## config.mk

```make
export PLATFORM = sky130hd
export DESIGN_NAME = seven_segment_arbiter_flat
export DESIGN_NICKNAME = d
export VERILOG_FILES = /design/src/rtl/seven_segment_arbiter_pkg.sv /design/src/rtl/seven_segment_arbiter_if.sv /design/src/rtl/seven_segment_arbiter_rr_picker.sv /design/src/rtl/seven_segment_arbiter.sv /design/src/flat_wrapper.sv
export SDC_FILE = /design/constraint.sdc
export NUM_CORES = 1
export LEC_CHECK = 0
export CORE_ASPECT_RATIO = 1.25
export CORE_MARGIN = 8
export CORE_UTILIZATION = 40
export DETAILED_ROUTE_END_ITERATION = 7
export HOLD_SLACK_MARGIN = 0.12
export PLACE_DENSITY = 0.74
export SLEW_MARGIN = 20
export SYNTH_ARGS = -nofsm -noshare
export SYNTH_HDL_FRONTEND = slang
export SYNTH_SLANG_ARGS = --single-unit
```

## constraint.sdc

```tcl
create_clock -name i_clk -period 3.85 [get_ports i_clk]
set_clock_uncertainty 0.1 [all_clocks]
set_input_delay 0.9625 -clock i_clk [delete_from_list [all_inputs] [get_ports i_clk]]
set_output_delay 0.9625 -clock i_clk [all_outputs]
set_load 0.02 [all_outputs]
```

## src/rtl/seven_segment_arbiter_pkg.sv

```systemverilog
// Shared encodings, widths and display-word type for the seven-segment arbiter.
package seven_segment_pkg;

   localparam logic [1:0] ST_IDLE  = 2'd0;
   localparam logic [1:0] ST_SHOW  = 2'd1;
   localparam logic [1:0] ST_BLANK = 2'd2;

   localparam int DIGITS   = 8;
   localparam int NIBBLE_W = 4;
   localparam int DIGIT_W  = DIGITS * NIBBLE_W;

   localparam logic [DIGITS-1:0] BLANK_EN = 8'h00;

   typedef struct packed {
      logic [DIGIT_W-1:0] digit;
      logic [DIGITS-1:0]  dot;
      logic [DIGITS-1:0]  en;
   } disp_t;

   // Round-robin successor of a requester index, wrapping at n-1.
   function automatic logic [2:0] ptr_inc(input logic [2:0] idx, input int n);
      return (int'(idx) == n - 1) ? 3'd0 : idx + 3'd1;
   endfunction

endpackage

```

## src/rtl/seven_segment_arbiter_if.sv

```systemverilog
// Requester-side bus plus the registered controller drive of the arbiter.
interface seven_segment_arbiter_if import seven_segment_pkg::*; #(
   parameter int NREQ = 4
) ();
   logic [NREQ-1:0]         req;
   logic [NREQ*DIGIT_W-1:0] req_digit;
   logic [NREQ*DIGITS-1:0]  req_dot;
   logic [NREQ*DIGITS-1:0]  req_en;
   logic [NREQ-1:0]         grant;
   logic [2:0]              owner;
   logic [DIGIT_W-1:0]      digit;
   logic [DIGITS-1:0]       en_dot;
   logic [DIGITS-1:0]       en_digit;

   modport master (output req, req_digit, req_dot, req_en,
                   input  grant, owner, digit, en_dot, en_digit);
   modport slave  (input  req, req_digit, req_dot, req_en,
                   output grant, owner, digit, en_dot, en_digit);
endinterface

```

## src/rtl/seven_segment_arbiter_rr_picker.sv

```systemverilog
// Combinational round-robin pick: first set request at or after i_ptr, wrapping.
module rr_picker import seven_segment_pkg::*; #(
   parameter int NREQ = 4
) (
   input  logic [NREQ-1:0] i_req,
   input  logic [2:0]      i_ptr,
   output logic            o_valid,
   output logic [2:0]      o_idx
);
   logic [NREQ-1:0] w_rot;
   logic [3:0]      w_off;
   logic [3:0]      w_sum;

   always_comb begin
      // Rotate so bit 0 is the pointer position; lowest set bit wins.
      w_rot   = NREQ'({i_req, i_req} >> i_ptr);
      o_valid = 1'b0;
      w_off   = '0;
      for (int k = NREQ - 1; k >= 0; k--) begin
         if (w_rot[k]) begin
            o_valid = 1'b1;
            w_off   = 4'(k);
         end
      end
      w_sum = 4'(i_ptr) + w_off;
      o_idx = (w_sum >= 4'(NREQ)) ? 3'(w_sum - 4'(NREQ)) : 3'(w_sum);
   end
endmodule

```

## src/rtl/seven_segment_arbiter.sv

```systemverilog
// Time-shares one 8-digit seven-segment controller between NREQ requesters:
// round-robin grants, minimum dwell per grant, blank gap between owners.
module seven_segment_arbiter import seven_segment_pkg::*; #(
   parameter int NREQ         = 4,
   parameter int DWELL_CYCLES = 50_000_000,
   parameter int BLANK_CYCLES = 1_000_000,
   parameter int CNT_W        = 32
) (
   input logic                    i_clk,
   input logic                    i_rst,
   seven_segment_arbiter_if.slave io_bus
);
   localparam logic [CNT_W-1:0] DWELL_LD = CNT_W'(DWELL_CYCLES - 1);
   localparam logic [CNT_W-1:0] BLANK_LD = CNT_W'(BLANK_CYCLES - 1);
   localparam logic [NREQ-1:0]  ONE_HOT0 = NREQ'(1);

   logic [1:0]       r_state;
   logic [2:0]       r_ptr;
   logic [CNT_W-1:0] r_cnt;
   logic [NREQ-1:0]  r_grant;
   logic [2:0]       r_owner;
   disp_t            r_disp;

   logic             w_valid;
   logic [2:0]       w_idx;
   disp_t            w_sel;
   logic             w_own_req;
   logic             w_other_req;

   rr_picker #(.NREQ(NREQ)) u_pick (
      .i_req   (io_bus.req),
      .i_ptr   (r_ptr),
      .o_valid (w_valid),
      .o_idx   (w_idx)
   );

   // grant is one-hot while showing, so an AND-OR mux selects the owner.
   always_comb begin
      w_sel = '0;
      for (int i = 0; i < NREQ; i++) begin
         if (r_grant[i]) begin
            w_sel.digit = w_sel.digit | io_bus.req_digit[DIGIT_W*i +: DIGIT_W];
            w_sel.dot   = w_sel.dot   | io_bus.req_dot[DIGITS*i +: DIGITS];
            w_sel.en    = w_sel.en    | io_bus.req_en[DIGITS*i +: DIGITS];
         end
      end
   end

   assign w_own_req   = |(io_bus.req & r_grant);
   assign w_other_req = |(io_bus.req & ~r_grant);

   always_ff @(posedge i_clk) begin
      if (i_rst) begin
         r_state <= ST_IDLE;
         r_ptr   <= '0;
         r_cnt   <= '0;
         r_grant <= '0;
         r_owner <= '0;
         r_disp  <= '0;
      end else begin
         case (r_state)
            ST_IDLE: begin
               r_disp.dot <= BLANK_EN;
               r_disp.en  <= BLANK_EN;
               if (w_valid) begin
                  r_grant <= ONE_HOT0 << w_idx;
                  r_owner <= w_idx;
                  r_ptr   <= ptr_inc(w_idx, NREQ);
                  r_cnt   <= DWELL_LD;
                  r_state <= ST_SHOW;
               end
            end
            ST_SHOW: begin
               // Owner release wins over expiry; expiry only yields if someone waits.
               if (!w_own_req || (r_cnt == '0 && w_other_req)) begin
                  r_grant    <= '0;
                  r_disp.dot <= BLANK_EN;
                  r_disp.en  <= BLANK_EN;
                  r_cnt      <= BLANK_LD;
                  r_state    <= ST_BLANK;
               end else begin
                  r_disp <= w_sel;
                  r_cnt  <= (r_cnt == '0) ? DWELL_LD : r_cnt - 1'b1;
               end
            end
            ST_BLANK: begin
               if (r_cnt == '0) r_state <= ST_IDLE;
               else             r_cnt   <= r_cnt - 1'b1;
            end
            default: r_state <= ST_IDLE;
         endcase
      end
   end

   assign io_bus.grant    = r_grant;
   assign io_bus.owner    = r_owner;
   assign io_bus.digit    = r_disp.digit;
   assign io_bus.en_dot   = r_disp.dot;
   assign io_bus.en_digit = r_disp.en;

endmodule
```

## src/flat_wrapper.sv

```systemverilog
// flat-port wrapper written by rule: the top's interface ports become plain ports
module seven_segment_arbiter_flat import seven_segment_pkg::*;
#(
   parameter int NREQ         = 4,
   parameter int DWELL_CYCLES = 50_000_000,
   parameter int BLANK_CYCLES = 1_000_000,
   parameter int CNT_W        = 32
)
  (i_clk, i_rst, io_bus_req, io_bus_req_digit, io_bus_req_dot, io_bus_req_en, io_bus_grant, io_bus_owner, io_bus_digit, io_bus_en_dot, io_bus_en_digit);
  seven_segment_arbiter_if #(.NREQ(NREQ)) io_bus_i ();
  input logic i_clk;
  input logic i_rst;
  input wire logic [$bits(io_bus_i.req)-1:0] io_bus_req;
  input wire logic [$bits(io_bus_i.req_digit)-1:0] io_bus_req_digit;
  input wire logic [$bits(io_bus_i.req_dot)-1:0] io_bus_req_dot;
  input wire logic [$bits(io_bus_i.req_en)-1:0] io_bus_req_en;
  output wire logic [$bits(io_bus_i.grant)-1:0] io_bus_grant;
  output wire logic [$bits(io_bus_i.owner)-1:0] io_bus_owner;
  output wire logic [$bits(io_bus_i.digit)-1:0] io_bus_digit;
  output wire logic [$bits(io_bus_i.en_dot)-1:0] io_bus_en_dot;
  output wire logic [$bits(io_bus_i.en_digit)-1:0] io_bus_en_digit;
  assign io_bus_i.req = io_bus_req;
  assign io_bus_i.req_digit = io_bus_req_digit;
  assign io_bus_i.req_dot = io_bus_req_dot;
  assign io_bus_i.req_en = io_bus_req_en;
  assign io_bus_grant = io_bus_i.grant;
  assign io_bus_owner = io_bus_i.owner;
  assign io_bus_digit = io_bus_i.digit;
  assign io_bus_en_dot = io_bus_i.en_dot;
  assign io_bus_en_digit = io_bus_i.en_digit;
  seven_segment_arbiter #(.NREQ(NREQ), .DWELL_CYCLES(DWELL_CYCLES), .BLANK_CYCLES(BLANK_CYCLES), .CNT_W(CNT_W)) u_core (.i_clk(i_clk), .i_rst(i_rst), .io_bus(io_bus_i));
endmodule
```

After elaboration in Yosys (flattened, before gate mapping):

Cells that the tools add are included.

* bits in registers: 92
* bits of input ports: 198

* $add $sub $neg: 4
* $lt $le $gt $ge: 1
* equality and inequality tests: 7
* shift operators: 2
* mux-type cells: 28
* bitwise gates (word level): 13
* reductions and logical operators: 14

Operator list (count)
* $mux 48: 4
* $mux 32: 4
* $or 32x32->32: 3
* $pmux 32 s3: 1
* $or 8x8->8: 6
* $logic_not 32->1: 1
* $pmux 16 s2: 1
* $sub 32x1->32 const B: 1
* $mux 4: 5
* $mux 16: 1
* $reduce_and 3->1: 3
* $and 4x4->4: 2
* $mux 2: 4
* $pmux 4 s2: 1
* $reduce_or 4->1: 2
* $shr 8x3->4: 1
* $mux 3: 2
* $pmux 2 s3: 1
* $add 3x4->4: 1
* $ge 4x3->1 const B: 1
* $mux 1: 4
* $ne 2x1->1 const B: 2
* $ne 2x2->1 const B: 2
* $not 4->4: 1
* other kinds (14): 15

Longest topological paths before layout:

Gate-level depths: netlist of the first run.

* word-level depth: 11
* gate-level depth with buffers: 11

Cells and area by module:

From an unflattened synthesis of the first run, not the netlist that was laid out.

* cell total of the unflattened synthesis: 662
* area, all modules: 5609.1 um2

By module, submodules not included
* seven_segment_arbiter: instances 1, cells each 631, area an instance 5372.7 um2, seq. area each 1841.8 um2
* rr_picker: instances 1, cells each 31, area an instance 236.5 um2, seq. area each 0.0 um2

Worst setup path after synthesis of the first run:

Ideal clock, no wire load.

* kind: register to register
* start: reg u_core.r_cnt[0]
* end: reg u_core.r_cnt[24]
* arrival: 2880 ps
* required time: 3634 ps
* slack: 754 ps
* cell stages (with the launch flop): 12
* period minus slack after synthesis: 3096 ps
* cell sequence: dfxtp_1 inv_1 ha_1 or4b_1 or3_1 buf_6 or4_4 buf_6 a211o_1 o311ai_1 buf_4 nor2_1

* longest elaborated chain between the ends: 5

Ends and longest elaborated chain
* start, declared: line seven_segment_arbiter.sv:19 `logic [CNT_W-1:0] r_cnt;`
* start signal, assigned: line seven_segment_arbiter.sv:83 `r_cnt <= (r_cnt == '0) ? DWELL_LD : r_cnt - 1'b1;`
* start signal, assigned: line seven_segment_arbiter.sv:88 `else r_cnt <= r_cnt - 1'b1;`
* parallel branches: the longest is 5 deep, another holds $sub 32x1->32

Parallel ways; which one is timed is not known. The select of a mux whose other input is x is not followed.
A chain may end at the register's enable or synchronous reset.

Worst setup path after layout of the first run:

* start: reg u_core.r_cnt[0]
* end: reg u_core.r_cnt[17]

The elaborated chain is that of the path after synthesis.

==> summary.md, run 1 <==
| Metric | Value |
|---|---|
| Status | finished, final reports clean |
| # port buffers | 252 |
| Synth area leader | dfxtp_1 |
| Syn_nets | 861 |
| Cts repair resizes | 0 |
| Worst hold slack | 0.3952 ns |
| Initial antenna violation count | 0 |
| Clk buf depth | 2 |
| Number of global-route vias before repair | 6521 |
| Rel. slew slack | 0.4913 |
| EDFF count, synth | 0 |
| Mapped Cells | 652 |
| Required time worst endpoint | 3.99 ns |
| Final setup viols | 0 |
| Final Hold Viols | 0 |
| Crit-path slowest cell | or4b_1 |
| Max Fclk | 0.2847 GHz |
| Core Area | 13170 µm² |
| Unrepaired setup endpoints after global routing | false |
| GRT Residual Overflow | 0 |
| # hold bufs at CTS | 0 |
| Antenna Cells | 0 |
| Clk sinks | 92 |
| IO Pins | 253 |
| CP peak stage delay | 0.57 ns |
| Worst VDD drop | 0.0003176 V |
| Most area-consuming cells after synthesis | dfxtp_1 (34%), a22oi_1 (16%), a311oi_1 (5.7%) |
| Cell mode on critical path | or3_1 |
| Clk slew on worst S/H paths | 0.07 ns |
| CP startpoint | u_core.r_cnt[0]$_SDFFE_PP0P_ |
| DRT Pass-1 Iters | 7 |
| Crit path capture type | register |
| Placer Congestion | 0.9261 |
| Die Span Y | 145.5 µm |
| WL/cell | 22.14 µm |
| Worst min-delay path class | register to register |
| Final Cycle Share | 0.9123 |
| CP Cell Sequence | inv_1 > ha_1 > or4b_1 > or3_1 > or3_1 > o21ai_1 > nor2_2 > a221oi_1 |
| Site Rows | 47 |
| Type of the worst setup path | register to register |
| Starting density of the core | 0.4077 |
| H-tree depth | 3 |
| DR vias/cell | 5.945 |
| PD cells | 670.8 nW/µm² |
| Worst slew pin tran | 0.7622 ns |
| DRT iter0 DRCs | 609 |
| FFs w/ async S/R, synth | 0 |
| RR Endpoint | u_core.r_cnt[17]$_SDFFE_PP0P_ |
| Pwr Total | 5.587 mW |
| Synth cell count leaders | a22oi_1 (115), dfxtp_1 (92), nor2_1 (81), clkbuf_1 (50), nand2_1 (46) |
| Clk root buf | clkbuf_16 |
| Layout area overhead | 55.08% |
| Post-Syn Area per Cell | 8.236 µm² |
| Final Slew Violations | 0 |
| Number of CTS-inserted buffers | 9 |
| Yosys reg bits | 92 |
| Critical path capture point | u_core.r_cnt[17]$_SDFFE_PP0P_ |
| Pleak | 2.916 nW |
| Die area | 17410 µm² |
| Largest net degree at the start of global routing | 57 |
| Area after DPL | 7988 µm² |
| Vias | 6242 |
| Antenna-violating nets left | 0 |
| Post-synthesis cell type count | 62 |
| Reg2reg start | u_core.r_cnt[0]$_SDFFE_PP0P_ |
| Routed wire length | 23250 µm |
| Chip width | 119.6 µm |
| HPWL after DPL | 18000 µm |
| Sum of negative setup slack | 0 ns |
| Worst reg-to-reg path cell count | 8 |
| Nets@finish | 1083 |
| Gr usage total | 0.2567 |
| Cell Area, Synth | 5370 µm² |
| Clock latency on the worst-skew pair | 0.34 ns |
| Worst Path Max Fanout | 8 |
| Fin area | 8328 µm² |
| Top_reg_cell synth | dfxtp_1 |
| Postcts setup bufs | 0 |
| Fin crit period | 3.512 ns |
| CP Data Arrival Time | 3.65 ns |
| First-pass GRT wire length | 35610 µm |
| Max Cap Violations | 0 |
| Layout cells sized above 1 | 0.07509 |
| Setup slack, reg-to-reg | 0.34 ns |
| Synth warn | 0 |
| DRC | 0 |
| Sequential-to-total area share from yosys stat | 0.3430 |
| CTS tree | built |
| Top-area cell type share of the netlist area | 0.3430 |
| Count leader, synth | a22oi_1 |
| CP startpoint kind | register |
registers in the layout, indices dropped and copies added (netlist names):
register                flops
u_core.io_bus.grant         4
u_core.r_state              2
u_core.io_bus.en_digit      8
u_core.io_bus.en_dot        8
u_core.io_bus.digit        32
u_core.io_bus.owner         3
u_core.r_cnt               32
u_core.r_ptr                3
layout by cell type (no fill, tap or decap), drive strengths merged, types with 13 or more instances in the layout:
master / netlist / routed
clkbuf: 50 / 13
a311oi: 35 / 35
a22oi: 115 / 115
dfxtp: 92 / 92
inv: 19 / 19
nor2: 82 / 82
o21ai: 23 / 23
nor3: 22 / 22
clkdlybuf4s50: 0 / 251
buf: 6 / 16
nand2: 46 / 46
a21oi: 23 / 23
report_power, final:
group	switching, mW	internal, mW	leakage [nW]
combinational	1.82	1.27	2.00
sequential	0.315	1.19	0.751
clock	0.379	0.623	0.162
total	2.51	3.08	2.92
worst min-delay path by stage:
stage / cells past startpoint / start / slack, ns / endpoint
5_1_grt: 2 / u_core.io_bus.owner[2]$_SDFFE_PP0P_ / 0.42 / u_core.io_bus.owner[2]$_SDFFE_PP0P_
3_5_place_dp: 2 / u_core.r_state[1]$_SDFFE_PP0P_ / 0.38 / u_core.r_state[1]$_SDFFE_PP0P_
3_3_place_gp: 2 / u_core.r_state[1]$_SDFFE_PP0P_ / 0.37 / u_core.r_state[1]$_SDFFE_PP0P_
2_1_floorplan: 2 / u_core.r_state[1]$_SDFFE_PP0P_ / 0.35 / u_core.r_state[1]$_SDFFE_PP0P_
6_report: 2 / u_core.r_state[1]$_SDFFE_PP0P_ / 0.40 / u_core.r_state[1]$_SDFFE_PP0P_
4_1_cts: 2 / u_core.r_state[1]$_SDFFE_PP0P_ / 0.40 / u_core.r_state[1]$_SDFFE_PP0P_
critical path, delay by kind of cell, from the launching register on:
| family | cells | cell delay, ns |
|---|---|---|
| AOI/OAI and AO/OA | 2 | 0.87 |
| buffers and inverters | 1 | 0.09 |
| and+or+nand+nor | 4 | 1.82 |
| adders and majority gates | 1 | 0.21 |
| DFF | 1 | 0.32 |
cell families (layout without fill, tap and decap cells):
logic type	count (synthesis)	after routing	share of synthesized area
AOI/OAI and AO/OA	242	242	0.3423
and+or+nand+nor	217	217	0.2043
DFF	92	92	0.3430
buffers and inverters	75	302	0.05778
adders and majority gates	11	11	0.02703
xor gates and xnor gates	10	10	0.01631
muxes	5	5	0.009320
metrics by stage:
stage / worst slack [ns] / instances / util
detailed placement: 0.05583 / 1034 / 0.6064
floorplan: 0.7536 / 652 / -
finish: 0.3378 / 1050 / 0.6322
global route: 0.1398 / 1050 / 0.6322
global placement: 0.1689 / 1034 / 0.6064
CTS: 0.3534 / 1050 / 0.6320
metal layers:
layer,vias up,global-route usage,share of wire
li1,2939,-,-
met1,2968,0.2715,0.37
met2,292,0.4632,0.52
met3,43,0.08657,0.092
met4,0,0.08391,0.024
met5,-,0,0
area by class of cell:
cell class,instances,area [µm²]
fill,1117,4845
multi-input combinational,485,3228
timing repair buffer,267,2630
sequential,92,1847
clock buffer,13,270.3
tap,171,214.0
inverter,19,71.32
clock inverter,3,67.56
No activity file was read; power rests on OpenSTA's default activity.
==> inputs of run 2 (changes only) <==
--- a/config.mk
+++ b/config.mk
@@ -8,6 +8,7 @@
 export CORE_ASPECT_RATIO = 1.25
 export CORE_MARGIN = 8
 export CORE_UTILIZATION = 40
+export CTS_BUF_LIST = sky130_fd_sc_hd__clkbuf_2 sky130_fd_sc_hd__clkbuf_4 sky130_fd_sc_hd__clkbuf_8
 export DETAILED_ROUTE_END_ITERATION = 7
 export HOLD_SLACK_MARGIN = 0.12
 export PLACE_DENSITY = 0.74
==> run 2 against run 1 <==
  * Clock power is 22% lower
  * Clock-buffer cell count stayed put
  * Maximum frequency is 0.47% lower
  * Setup slack worse by 0.016 ns
  * Hold slack better by 0.0023 ns
  * Final cell count hardly changed
  * Global-route usage hardly changed
  * Sequential share of layout area is 0.26 points higher
  * Combinational power hardly changed
  * Power is 4.1% lower
  * Sequential cell count stayed put
  * Largest cell class unchanged
  * Largest power group unchanged
==> summary.md, run 2 (synthesis results as in run 1) <==
| Metric | Value |
|---|---|
| Initial antenna violation count | 0 (unchanged) |
| Required time worst endpoint | 4.02 ns (+0.03 ns) |
| Type of the worst setup path | register to register |
| CP startpoint kind | register |
| Fin crit period | 3.529 ns (+0.01643 ns) |
| Largest net degree at the start of global routing | 57 (unchanged) |
| GRT Residual Overflow | 0 (unchanged) |
| Gr usage total | 0.2566 (about the same) |
| Clk root buf | clkbuf_8 |
| Clk buf depth | 2 (unchanged) |
| Die area | 17410 µm² (unchanged) |
| Max Cap Violations | 0 (unchanged) |
| Postcts setup bufs | 0 (unchanged) |
| Starting density of the core | 0.4077 (unchanged) |
| Antenna-violating nets left | 0 (unchanged) |
| Worst reg-to-reg path cell count | 8 (unchanged) |
| H-tree depth | 3 (unchanged) |
| Number of CTS-inserted buffers | 9 (unchanged) |
| CP peak stage delay | 0.67 ns (+0.10 ns) |
| # hold bufs at CTS | 0 (unchanged) |
| Cts repair resizes | 0 (unchanged) |
| Most common cell after layout, fill and taps aside | clkdlybuf4s50_1 |
| Hold Crit Depth | 2 (unchanged) |
| Clk slew on worst S/H paths | 0.09 ns (+0.02 ns) |
| Worst Path Max Fanout | 16 (+8) |
| Site Rows | 47 (unchanged) |
| Pleak | 2.873 nW (-1.5%) |
| Layout cells sized above 1 | 0.07622 (+0.001138) |
| Clock latency on the worst-skew pair | 0.37 ns (+0.03 ns) |
| Final Cycle Share | 0.9165 (+0.004268) |
| Critical path depth | 8 (unchanged) |
| Routed wire length | 23260 µm (about the same) |
| Most frequent cells in the layout | clkdlybuf4s50_1 (251), a22oi_1 (115), dfxtp_1 (88) |
| Fin area | 8233 µm² (-1.1%) |
| CTS tree | built |
| Max Fclk | 0.2834 GHz (-0.47%) |
| DRT iter0 DRCs | 650 (+6.7%) |
| Worst min-delay path class | register to register |
| Crit path capture type | register |
| Clk sinks | 92 (unchanged) |
| PD cells | 651.1 nW/µm² (-2.9%) |
| Chip width | 119.6 µm (unchanged) |
| Vias | 6242 (unchanged) |
| Final Hold Viols | 0 (unchanged) |
| DR vias/cell | 5.939 (about the same) |
| Crit-path slowest cell | or4_4 |
| Number of global-route vias before repair | 6517 (-0.061%) |
| Unrepaired setup endpoints after global routing | false |
| Status | finished, final reports clean |
| DRC | 0 (unchanged) |
| Worst VDD drop | 0.0003171 V (-0.15%) |
| First-pass GRT wire length | 35730 µm (+0.33%) |
| Layout Utilization | 0.6250 (-0.007219) |
| Core Area | 13170 µm² (unchanged) |
| Final setup viols | 0 (unchanged) |
| Area after DPL | 7988 µm² (unchanged) |
| IO Pins | 253 (unchanged) |
| # port buffers | 252 (unchanged) |
| CP Cell Sequence | inv_1 > ha_1 > or4b_1 > or3_1 > or4_4 > o211ai_4 > inv_1 > a221oi_1 |
| HPWL after DPL | 18000 µm (unchanged) |
| CP Data Arrival Time | 3.70 ns (+0.05 ns) |
| Rel. slew slack | 0.4953 (+0.004052) |
| WP buf/inv | 2 (+1) |
| Sum of negative setup slack | 0 ns (unchanged) |
| Nets@finish | 1083 (unchanged) |
| Final Slew Violations | 0 (unchanged) |
| Die Span Y | 145.5 µm (unchanged) |
| DRT Pass-1 Iters | 8 (+1) |
| Worst slew pin tran | 0.7562 ns (-0.006071 ns) |
| WL/cell | 22.13 µm (about the same) |
| Top delay family on crit path | simple AND/OR/NAND/NOR gates |
| Layout area overhead | 53.31% |
| Cell mode on critical path | inv_1 |
| Placer Congestion | 0.9261 (unchanged) |
-- run 2: cell types whose count changed in the layout (fill, tap and decap cells not counted) --
cell       previous run  this run
clkbuf_1              1         0
clkbuf_16             9         0
clkbuf_4              0         1
clkbuf_8              3        12
diode_2               0         1
-- run 2: worst min-delay path, cell delays in order, from the launching register on --
cell and delay, ns:
dfxtp_1 0.34, nand2_1 0.06, mux2i_1 0.06
-- run 2: area by class of cell --
cell class                 count  area (µm²)
timing repair buffer         267        2630
clock inverter                 3       67.56
fill                        1130        4940
sequential                    92        1847
multi-input combinational    485        3228
inverter                      19       71.32
clock buffer                  13       172.7
antenna                        1       2.502
tap                          171       214.0
-- run 2: metal layers --
layer  vias up  track usage  routed length (µm)
met3        45      0.09239                2233
li1       2938            -                   -
met4         0      0.07138                 497
met1      2957       0.2741                8641
met5         -            0                   0
met2       302       0.4612               11890
-- run 2: worst paths after layout --
path                                        from                        endpoint  slack, ns
setup / recovery    u_core.r_cnt[0]$_SDFFE_PP0P_   u_core.r_cnt[25]$_SDFFE_PP0P_       0.32
hold / removal    u_core.r_state[1]$_SDFFE_PP0P_  u_core.r_state[1]$_SDFFE_PP0P_       0.40
setup reg to reg    u_core.r_cnt[0]$_SDFFE_PP0P_   u_core.r_cnt[25]$_SDFFE_PP0P_       0.32
hold reg to reg   u_core.r_state[1]$_SDFFE_PP0P_  u_core.r_state[1]$_SDFFE_PP0P_       0.40
-- run 2: power breakdown --
part	internal [mW]	total (mW)	switching, mW
Clock	0.427	0.783	0.356
Combinational	1.26	3.08	1.81
Sequential	1.19	1.50	0.313
Total	2.88	5.36	2.48
-- run 2: through the flow --
stage	setup WS (ns)	power, mW	hold slack, ns	cells
finish	0.3213	5.360	0.3975	1051
floorplan	0.7536	3.485	0.3515	652
CTS	0.3540	5.319	0.4021	1050
global placement	0.1689	4.416	0.3696	1034
detailed placement	0.05583	4.531	0.3847	1034
global route	0.1295	5.695	0.4238	1050
==> inputs of run 3 (changes only) <==
--- a/config.mk
+++ b/config.mk
@@ -6,12 +6,12 @@
 export NUM_CORES = 1
 export LEC_CHECK = 0
 export CORE_ASPECT_RATIO = 1.25
-export CORE_MARGIN = 8
-export CORE_UTILIZATION = 40
+export CORE_MARGIN = 4
+export CORE_UTILIZATION = 43
 export CTS_BUF_LIST = sky130_fd_sc_hd__clkbuf_2 sky130_fd_sc_hd__clkbuf_4 sky130_fd_sc_hd__clkbuf_8
 export DETAILED_ROUTE_END_ITERATION = 7
 export HOLD_SLACK_MARGIN = 0.12
-export PLACE_DENSITY = 0.74
+export PLACE_DENSITY = 0.8
 export SLEW_MARGIN = 20
 export SYNTH_ARGS = -nofsm -noshare
 export SYNTH_HDL_FRONTEND = slang
==> run 3 against run 2 <==
  * Power shrank 0.98%
  * Sequential share of layout area hardly changed
  * Critical path depth is 2 higher
  * Hold slack worse by 0.0051 ns
  * Sequential cell count did not move
  * Critical endpoint is now u_core.r_ptr[0]$_SDFFE_PP0P_
==> summary.md, run 3 (synthesis results as in run 1) <==
| Metric | Value |
|---|---|
| DR vias/cell | 6.027 (+1.5%) |
| Required time worst endpoint | 4.05 ns (+0.03 ns) |
| Site Rows | 45 (-4.3%) |
| Starting density of the core | 0.4416 (+0.03389) |
| Placed Cells incl. Taps | 1030 (-0.39%) |
| DRC | 0 (unchanged) |
| Worst slew pin tran | 0.7848 ns (+0.02862 ns) |
| First-pass GRT wire length | 32340 µm (-9.5%) |
| Vias | 6316 (+1.2%) |
| Routed wire length | 21700 µm (-6.7%) |
| HPWL after DPL | 16550 µm (-8.1%) |
| Layout area overhead | 53.33% (about the same) |
| Fin crit period | 3.438 ns (-0.09016 ns) |
| Final setup viols | 0 (unchanged) |
| Gr usage total | 0.2881 (+0.03148) |
| Number of CTS-inserted buffers | 9 (unchanged) |
| Final Hold Viols | 0 (unchanged) |
| Clk buf depth | 2 (unchanged) |
| Worst Path Max Fanout | 6 (-10) |
| Max Fclk | 0.2908 GHz (+2.6%) |
| Type of the worst setup path | input port to register |
| Status | finished, final reports clean |
| Most common cell after layout, fill and taps aside | clkdlybuf4s50_1 |
| IO Pins | 253 (unchanged) |
| Postcts setup bufs | 0 (unchanged) |
| Most frequent cells in the layout | clkdlybuf4s50_1 (251), a22oi_1 (115), dfxtp_1 (88) |
| Crit path capture type | register |
| Core Area | 12160 µm² (-7.7%) |
| CP startpoint kind | input port |
| Nets@finish | 1086 (+0.28%) |
| PD cells | 644.6 nW/µm² (-0.99%) |
| Cts repair resizes | 0 (unchanged) |
| Clock latency on the worst-skew pair | 0.37 ns (about the same) |
| Clk sinks | 92 (unchanged) |
| GRT Residual Overflow | 0 (unchanged) |
| Rel. slew slack | 0.4768 (-0.01853) |
| Largest net degree at the start of global routing | 82 (+44%) |
| Initial antenna violation count | 3 (+3) |
| Die area | 14350 µm² (-18%) |
| Sum of negative setup slack | 0 ns (unchanged) |
| Pleak | 2.879 nW (+0.21%) |
| CP Data Arrival Time | 3.64 ns (-0.06 ns) |
| Layout cells sized above 1 | 0.07823 (+0.002008) |
| Chip width | 108.0 µm (-9.8%) |
| CTS tree | built |
| Clk root buf | clkbuf_8 |
| Max Cap Violations | 0 (unchanged) |
| Worst min-delay path class | register to register |
| H-tree depth | 3 (unchanged) |
| Clk slew on worst S/H paths | 0.10 ns (about the same) |
| Unrepaired setup endpoints after global routing | false |
| # hold bufs at CTS | 0 (unchanged) |
| Number of global-route vias before repair | 6191 (-5.0%) |
| WL/cell | 20.70 µm (-6.5%) |
| DRT Pass-1 Iters | 5 (-3) |
| Antenna-violating nets left | 0 (unchanged) |
| Worst VDD drop | 0.0004661 V (+47%) |
| Die Span Y | 132.9 µm (-8.7%) |
| Final Slew Violations | 0 (unchanged) |
| Final Cycle Share | 0.8931 (-0.02342) |
| Placer Congestion | 0.9584 (+3.5%) |
| Cell Count, Final, Fillers Out | 1048 (-0.29%) |
| DRT iter0 DRCs | 407 (-37%) |
| # port buffers | 252 (unchanged) |
## run 3: final timing paths
check | from | endpoint | slack, ns | cells past startpoint
worst min register to register | u_core.r_state[1]$_SDFFE_PP0P_ | u_core.r_state[1]$_SDFFE_PP0P_ | 0.39 | 2
worst min-delay path | u_core.r_state[1]$_SDFFE_PP0P_ | u_core.r_state[1]$_SDFFE_PP0P_ | 0.39 | 2
worst max-delay path | io_bus_req[3] | u_core.r_ptr[0]$_SDFFE_PP0P_ | 0.41 | 10
worst max register to register | u_core.r_cnt[0]$_SDFFE_PP0P_ | u_core.r_cnt[25]$_SDFFE_PP0P_ | 0.44 | 8
## run 3: cell type report
type	count	area (µm²)
fillers	1060	3928
multi-input cells	485	3226
repair buffers	270	2665
flip-flops and latches	92	1847
well taps	164	205.2
clock buffers	9	123.9
clock inverters	7	91.34
inverters	19	71.32
diodes	2	5.005
## run 3: stage by stage
stage	hold slack (ns)	util	area (µm²)	total power [mW]	setup WS, ns
CTS	0.3992	0.6766	8229	5.274	0.4385
floorplan	0.3515	-	5370	3.485	0.7536
global placement	0.3598	0.6590	8014	4.428	0.1909
detailed placement	0.3841	0.6590	8014	4.539	0.06630
finish	0.3924	0.6771	8234	5.308	0.4115
global route	0.4217	0.6771	8234	5.636	0.2672
## run 3: metal layers
metal / wire length [µm] / vias to the layer above / GRT usage
met1: 7971 / 2989 / 0.3371
met3: 2298 / 56 / 0.09175
met4: 566 / 2 / 0.09965
met5: 13 / - / 0
li1: - / 2942 / -
met2: 10850 / 327 / 0.4917
## run 3: worst max-delay path, stage by stage
cell	delay, ns
clkdlybuf4s50_1	0.57
nor2_1	0.07
a32o_1	0.29
a311oi_1	0.24
nor2_1	0.09
ha_1	0.24
fa_1	0.51
ha_1	0.26
a211o_1	0.26
a21oi_1	0.13
## run 3: report_power, final
group / total (mW) / switching [mW] / internal (mW) / leakage (nW)
clock network: 0.726 / 0.363 / 0.364 / 0.109
logic: 3.08 / 1.78 / 1.30 / 2.02
registers: 1.50 / 0.318 / 1.19 / 0.751
total: 5.31 / 2.46 / 2.85 / 2.88
